<file path="src/rtl/bus_pkg.sv">
// rtl/bus_pkg.sv - shared definitions for the byte-serial control bus (serializer and deserializer sides)
package bus_pkg;

    localparam logic SRC_AES = 1'b0;
    localparam logic SRC_SHA = 1'b1;

    localparam int ADDRW_DEFAULT = 24;
    localparam int OPCODE_LSB    = 0;
    localparam int ADDR_LSB      = 8;

    function automatic int bytes_per_word(input int addrw);
        return (addrw + 8) / 8;
    endfunction

    localparam int BYTES_PER_WORD = bytes_per_word(ADDRW_DEFAULT);

    typedef enum logic {
        ST_IDLE    = 1'b0,
        ST_COLLECT = 1'b1
    } rx_state_e;

endpackage

</file>
<file path="src/rtl/bus_word_fifo.sv">
// rtl/bus_word_fifo.sv - 2-entry first-in first-out buffer for assembled bus words
module bus_word_fifo #(
    parameter int WIDTH = 33
) (
    input  logic             clk,
    input  logic             rst_n,
    input  logic             push,
    input  logic [WIDTH-1:0] push_data,
    input  logic             pop,
    output logic [WIDTH-1:0] head_data,
    output logic [1:0]       count
);

    logic [WIDTH-1:0] mem [2];
    logic             rd_ptr;
    logic             wr_ptr;
    logic             pop_ok;
    logic             push_ok;

    assign pop_ok    = pop && (count != 2'd0);
    // A full buffer only takes a word when the head leaves on the same edge.
    assign push_ok   = push && ((count != 2'd2) || pop_ok);
    assign head_data = mem[rd_ptr];

    always_ff @(posedge clk or negedge rst_n) begin
        if (!rst_n) begin
            mem[0] <= '0;
            mem[1] <= '0;
            rd_ptr <= 1'b0;
            wr_ptr <= 1'b0;
            count  <= 2'd0;
        end else begin
            if (push_ok) begin
                mem[wr_ptr] <= push_data;
                wr_ptr      <= ~wr_ptr;
            end
            if (pop_ok) begin
                rd_ptr <= ~rd_ptr;
            end
            case ({push_ok, pop_ok})
                2'b10:   count <= count + 2'd1;
                2'b01:   count <= count - 2'd1;
                default: count <= count;
            endcase
        end
    end

endmodule

</file>
<file path="src/rtl/bus_word_deserializer.sv">
// rtl/bus_word_deserializer.sv - rebuilds LSB-first serial bytes into tagged address/opcode words
module bus_word_deserializer
    import bus_pkg::*;
#(
    parameter int ADDRW = 24
) (
    input  logic             clk,
    input  logic             rst_n,
    input  logic             in_valid,
    output logic             in_ready,
    input  logic [7:0]       in_byte,
    input  logic             in_src,
    output logic             out_valid,
    input  logic             out_ready,
    output logic [ADDRW-1:0] out_addr,
    output logic [7:0]       out_opcode,
    output logic             out_src,
    output logic             proto_err
);

    localparam int NBYTES = bytes_per_word(ADDRW);
    localparam int W      = ADDRW + 8;
    localparam int CNTW   = $clog2(NBYTES);
    localparam logic [CNTW-1:0] LAST = CNTW'(NBYTES - 1);

    rx_state_e        state;
    rx_state_e        state_n;
    logic [CNTW-1:0]  cnt;
    logic [CNTW-1:0]  cnt_n;
    logic             cur_src;
    logic             src_n;
    logic [ADDRW-1:0] asm_q;
    logic [ADDRW-1:0] asm_n;
    logic [ADDRW-1:0] asm_shift;
    logic             err_n;
    logic             accept;
    logic             push;
    logic             pop;
    logic [1:0]       fifo_count;
    logic [W:0]       push_data;
    logic [W:0]       head_data;

    assign in_ready  = (cnt != LAST) || (fifo_count != 2'd2);
    assign accept    = in_valid && in_ready;
    assign out_valid = (fifo_count != 2'd0);
    assign pop       = out_valid && out_ready;

    // Earlier bytes shift down so byte 0 lands at bit 0 once the final byte arrives.
    assign asm_shift = ADDRW'({in_byte, asm_q} >> 8);
    assign push_data = {cur_src, in_byte, asm_q};

    assign out_opcode = head_data[OPCODE_LSB +: 8];
    assign out_addr   = head_data[ADDR_LSB +: ADDRW];
    assign out_src    = head_data[W];

    always_ff @(posedge clk or negedge rst_n) begin
        if (!rst_n) begin
            state     <= ST_IDLE;
            cnt       <= '0;
            cur_src   <= SRC_AES;
            asm_q     <= '0;
            proto_err <= 1'b0;
        end else begin
            state     <= state_n;
            cnt       <= cnt_n;
            cur_src   <= src_n;
            asm_q     <= asm_n;
            proto_err <= err_n;
        end
    end

    always_comb begin
        state_n = state;
        cnt_n   = cnt;
        src_n   = cur_src;
        asm_n   = asm_q;
        err_n   = 1'b0;
        push    = 1'b0;
        if (accept) begin
            if ((state == ST_IDLE) || (in_src != cur_src)) begin
                // A source change abandons the partial word; this byte starts a new one.
                err_n   = (state == ST_COLLECT);
                src_n   = in_src;
                cnt_n   = CNTW'(1);
                asm_n   = asm_shift;
                state_n = ST_COLLECT;
            end else if (cnt == LAST) begin
                push    = 1'b1;
                cnt_n   = '0;
                state_n = ST_IDLE;
            end else begin
                cnt_n = cnt + CNTW'(1);
                asm_n = asm_shift;
            end
        end
    end

    bus_word_fifo #(
        .WIDTH(W + 1)
    ) u_fifo (
        .clk       (clk),
        .rst_n     (rst_n),
        .push      (push),
        .push_data (push_data),
        .pop       (pop),
        .head_data (head_data),
        .count     (fifo_count)
    );

endmodule

</file>
<file path="config.mk">
export PLATFORM = sky130hd
export DESIGN_NAME = bus_word_deserializer
export DESIGN_NICKNAME = d
export VERILOG_FILES = /design/src/rtl/bus_pkg.sv /design/src/rtl/bus_word_fifo.sv /design/src/rtl/bus_word_deserializer.sv
export SDC_FILE = /design/constraint.sdc
export NUM_CORES = 1
export LEC_CHECK = 0
export ABC_AREA = 1
export BUFFER_PORTS_ARGS = -buffer_cell sky130_fd_sc_hd__buf_2
export CORE_UTILIZATION = 50
export CTS_CLUSTER_SIZE = 40
export DETAILED_ROUTE_END_ITERATION = 12
export PLACE_DENSITY = 0.75
export SLEW_MARGIN = 20
export SYNTH_ARGS = -nofsm -noshare
export SYNTH_HDL_FRONTEND = slang
export SYNTH_SLANG_ARGS = --single-unit
</file>
<file path="constraint.sdc">
create_clock -name clk -period 2.1 [get_ports clk]
set_clock_uncertainty 0.1 [all_clocks]
set_input_delay 0.105 -clock clk [delete_from_list [all_inputs] [get_ports clk]]
set_output_delay 0.105 -clock clk [all_outputs]
set_load 0.03 [all_outputs]
</file>
==> reports/metrics.yaml <==
outcome: "finished clean"
ios: 49
n_antenna_cell: 0
yosysWarnings: 0
slew_violations: 0
wl_per_cell_um: 14.25
hold_viol_final: 0
rsz0062_at_grt: "no"
seq_power_share: 0.452
power_density_mw_per_mm2: 1217
antenna_found_initial: 0
synthCells: 555
die_height_um: 96.37
grt_pass1_vias: 3435
fin_setup_tns_ns: 0
place_congestion: 0.7838
crit_fanout: 66
std_cell_rows: 34
drt_pre_antenna_iters: 7
grt_pass1_wl_um: 16750
route.met3.wl_um: 480
power.total_mw: 6.204
worstSetupStartpointType: "flip-flop"
worst_pin_slew_ns: 0.6578
mostFrequentLayoutCells: "nand2_1, dfrtp_1, nand3_1"
syn2layout_area_growth_pct: 14.53
finalWirelength_um: 10290
place.port_buffers: 48
start_util: 0.5131
avgViaCountPerCell: 5.299
yosysSeqAreaShare: 0.5563
grt_use_total: 0.2372
wl_met1_um: 4724
nets: 625
antenna_left: 0
finalSetupViolCount: 0
dieWidth_um: 96.37
critPathCaptureType: "flip-flop"
top_layer_used: "met4"
coreArea_mm2: 0.008678
die-area_mm2: 0.009287
combPwrFrac: 0.362
htreeDepth: 3
r2r_slack_ns: 0.12
worst_ir_drop_vdd_v: 0.0006439
post-route-drc-count: 0
holdPathStages: 3
rr_endpoint: "u_fifo.mem[17]"
clock-sinks: 99
synth_nets: 571
ys_ff_latch: 99
drv_cap: 0
grt.overflow.total: 0
cts_tree: "built"
clkTransAtPathRegs_ns: 0.10
clk_path_buf_depth: 2
met2_length_um: 4982
critPathKind: "flip-flop to flip-flop"
pwr-share-clk: 0.186
synth.cell_area_mm2: 0.004453
leakage_nw: 2.951
rr_startpoint: "cnt[0]"
ys_types: 22
post-dp-hpwl_um: 6530
design_area_mm2: 0.005100
fin_crit_ns: 1.984
p_sw_frac: 0.4304
cp.arrival_ns: 2.19
drtIter0Drc: 286
cts-root-buf: "clkbuf_8"
grt_max_degree: 67
final_layout_size_suffix_gt1_frac: 0.1482
cts_resized: 0
p_sw_mw: 2.670
cp.required_ns: 2.30
fin_crit_sh: 0.9449
r2r_cells: 7
whs_endpoint: "proto_err"
clock_latency_ns: 0.37
hold_path.class: "input pin to flip-flop"
hp-start: "in_valid"
p_int_mw: 3.534
avgSynthCellArea_um2: 8.023
clock.fmax_ghz: 0.5040
cts_buffers: 9
slew_headroom: 0.5614
final_common_cell: "nand2_1"
placed_area_mm2: 0.004806
vias: 3826
worst max-delay path, stage by stage, from the launching register on:
cell and delay, ns:
dfrtp_1 0.42, ha_1 0.24, nand3_4 0.08, nand3_1 0.12, nor2_4 0.12, buf_4 0.53, nand3_1 0.17, nand2_1 0.12
stage by stage:
stage / hold WS (ns) / utilization / worst slack, ns / cells
floorplan: -0.2906 / - / 0.01422 / 555
global placement: 0.01760 / 0.5538 / 0.2132 / 695
detailed placement: 0.02171 / 0.5538 / 0.1592 / 695
CTS: 0.0006348 / 0.5877 / 0.1237 / 722
global route: 0.03388 / 0.5877 / 0.0009519 / 722
finish: 0.02270 / 0.5877 / 0.1158 / 722
how the worst max path moves through the flow:
stage / from / endpoint / slack, ns / cells after the start
detailed placement: cnt[0] / u_fifo.count[1] / 0.16 / 9
floorplan: cnt[0] / u_fifo.count[1] / 0.01 / 10
finish: cnt[0] / u_fifo.mem[17] / 0.12 / 7
global placement: cnt[0] / u_fifo.count[1] / 0.21 / 9
CTS: cnt[0] / u_fifo.mem[17] / 0.12 / 7
global route: cnt[0] / u_fifo.mem[53] / 0.001 / 7
repair_timing:
action,in CTS,in global routing
hold endpoints to repair,63,0
hold buffers,11,0
buffers inserted,0,0
cell usage after synthesis (all sizes together):
cell type / n / area [um2]
buf: 19 / 120.1
clkbuf: 14 / 52.55
nand2: 296 / 1116
nor2: 5 / 28.78
nand3: 97 / 513.0
xor2: 2 / 17.52
dfrtp: 99 / 2477
nor3: 1 / 5.000
a21oi: 1 / 5.000
clkinv: 2 / 7.510
nand4: 1 / 6.260
inv: 10 / 37.54
o21ai: 4 / 20.02
xnor2: 1 / 8.760
ha: 3 / 37.54
registers in the layout, indices dropped and copies added, names as in the netlist:
signal,flops
u_fifo.mem,66
u_fifo.wr_ptr,1
cur_src,1
proto_err,1
u_fifo.rd_ptr,1
state,1
asm_q,24
cnt,2
u_fifo.count,2
cell families (layout without fill, tap and decap cells):
group	Yosys count	in the layout	synth area share
and+or+nand+nor	400	400	0.3748
AOI/OAI and AO/OA	5	5	0.005619
buffers and inverters	45	104	0.04889
adders and majority gates	3	3	0.008430
xor gates and xnor gates	3	3	0.005902
DFF	99	99	0.5563
layer usage:
layer,vias to the layer above,global-route usage
met3,8,0.04225
met2,95,0.3783
li1,1853,-
met5,-,0
met1,1870,0.3282
met4,0,0.08211
cell type report:
type	count	area [um2]
clock buffers	9	123.9
clock inverters	7	60.06
fillers	786	3578
inverters	12	45.04
multi-input cells	411	1765
flip-flops and latches	99	2477
well taps	108	135.1
repair buffers	76	493.0
power groups by stage:
stage / Sequential, mW / Clock [mW] / Combinational, mW
2_1_floorplan: 2.73 / 0 / 1.60
4_1_cts: 2.80 / 1.18 / 2.27
5_1_grt: 2.86 / 1.24 / 2.50
6_report: 2.81 / 1.16 / 2.24
3_5_place_dp: 2.83 / 0 / 2.25
3_3_place_gp: 2.81 / 0 / 2.20
No activity file was read; power rests on OpenSTA's default activity.
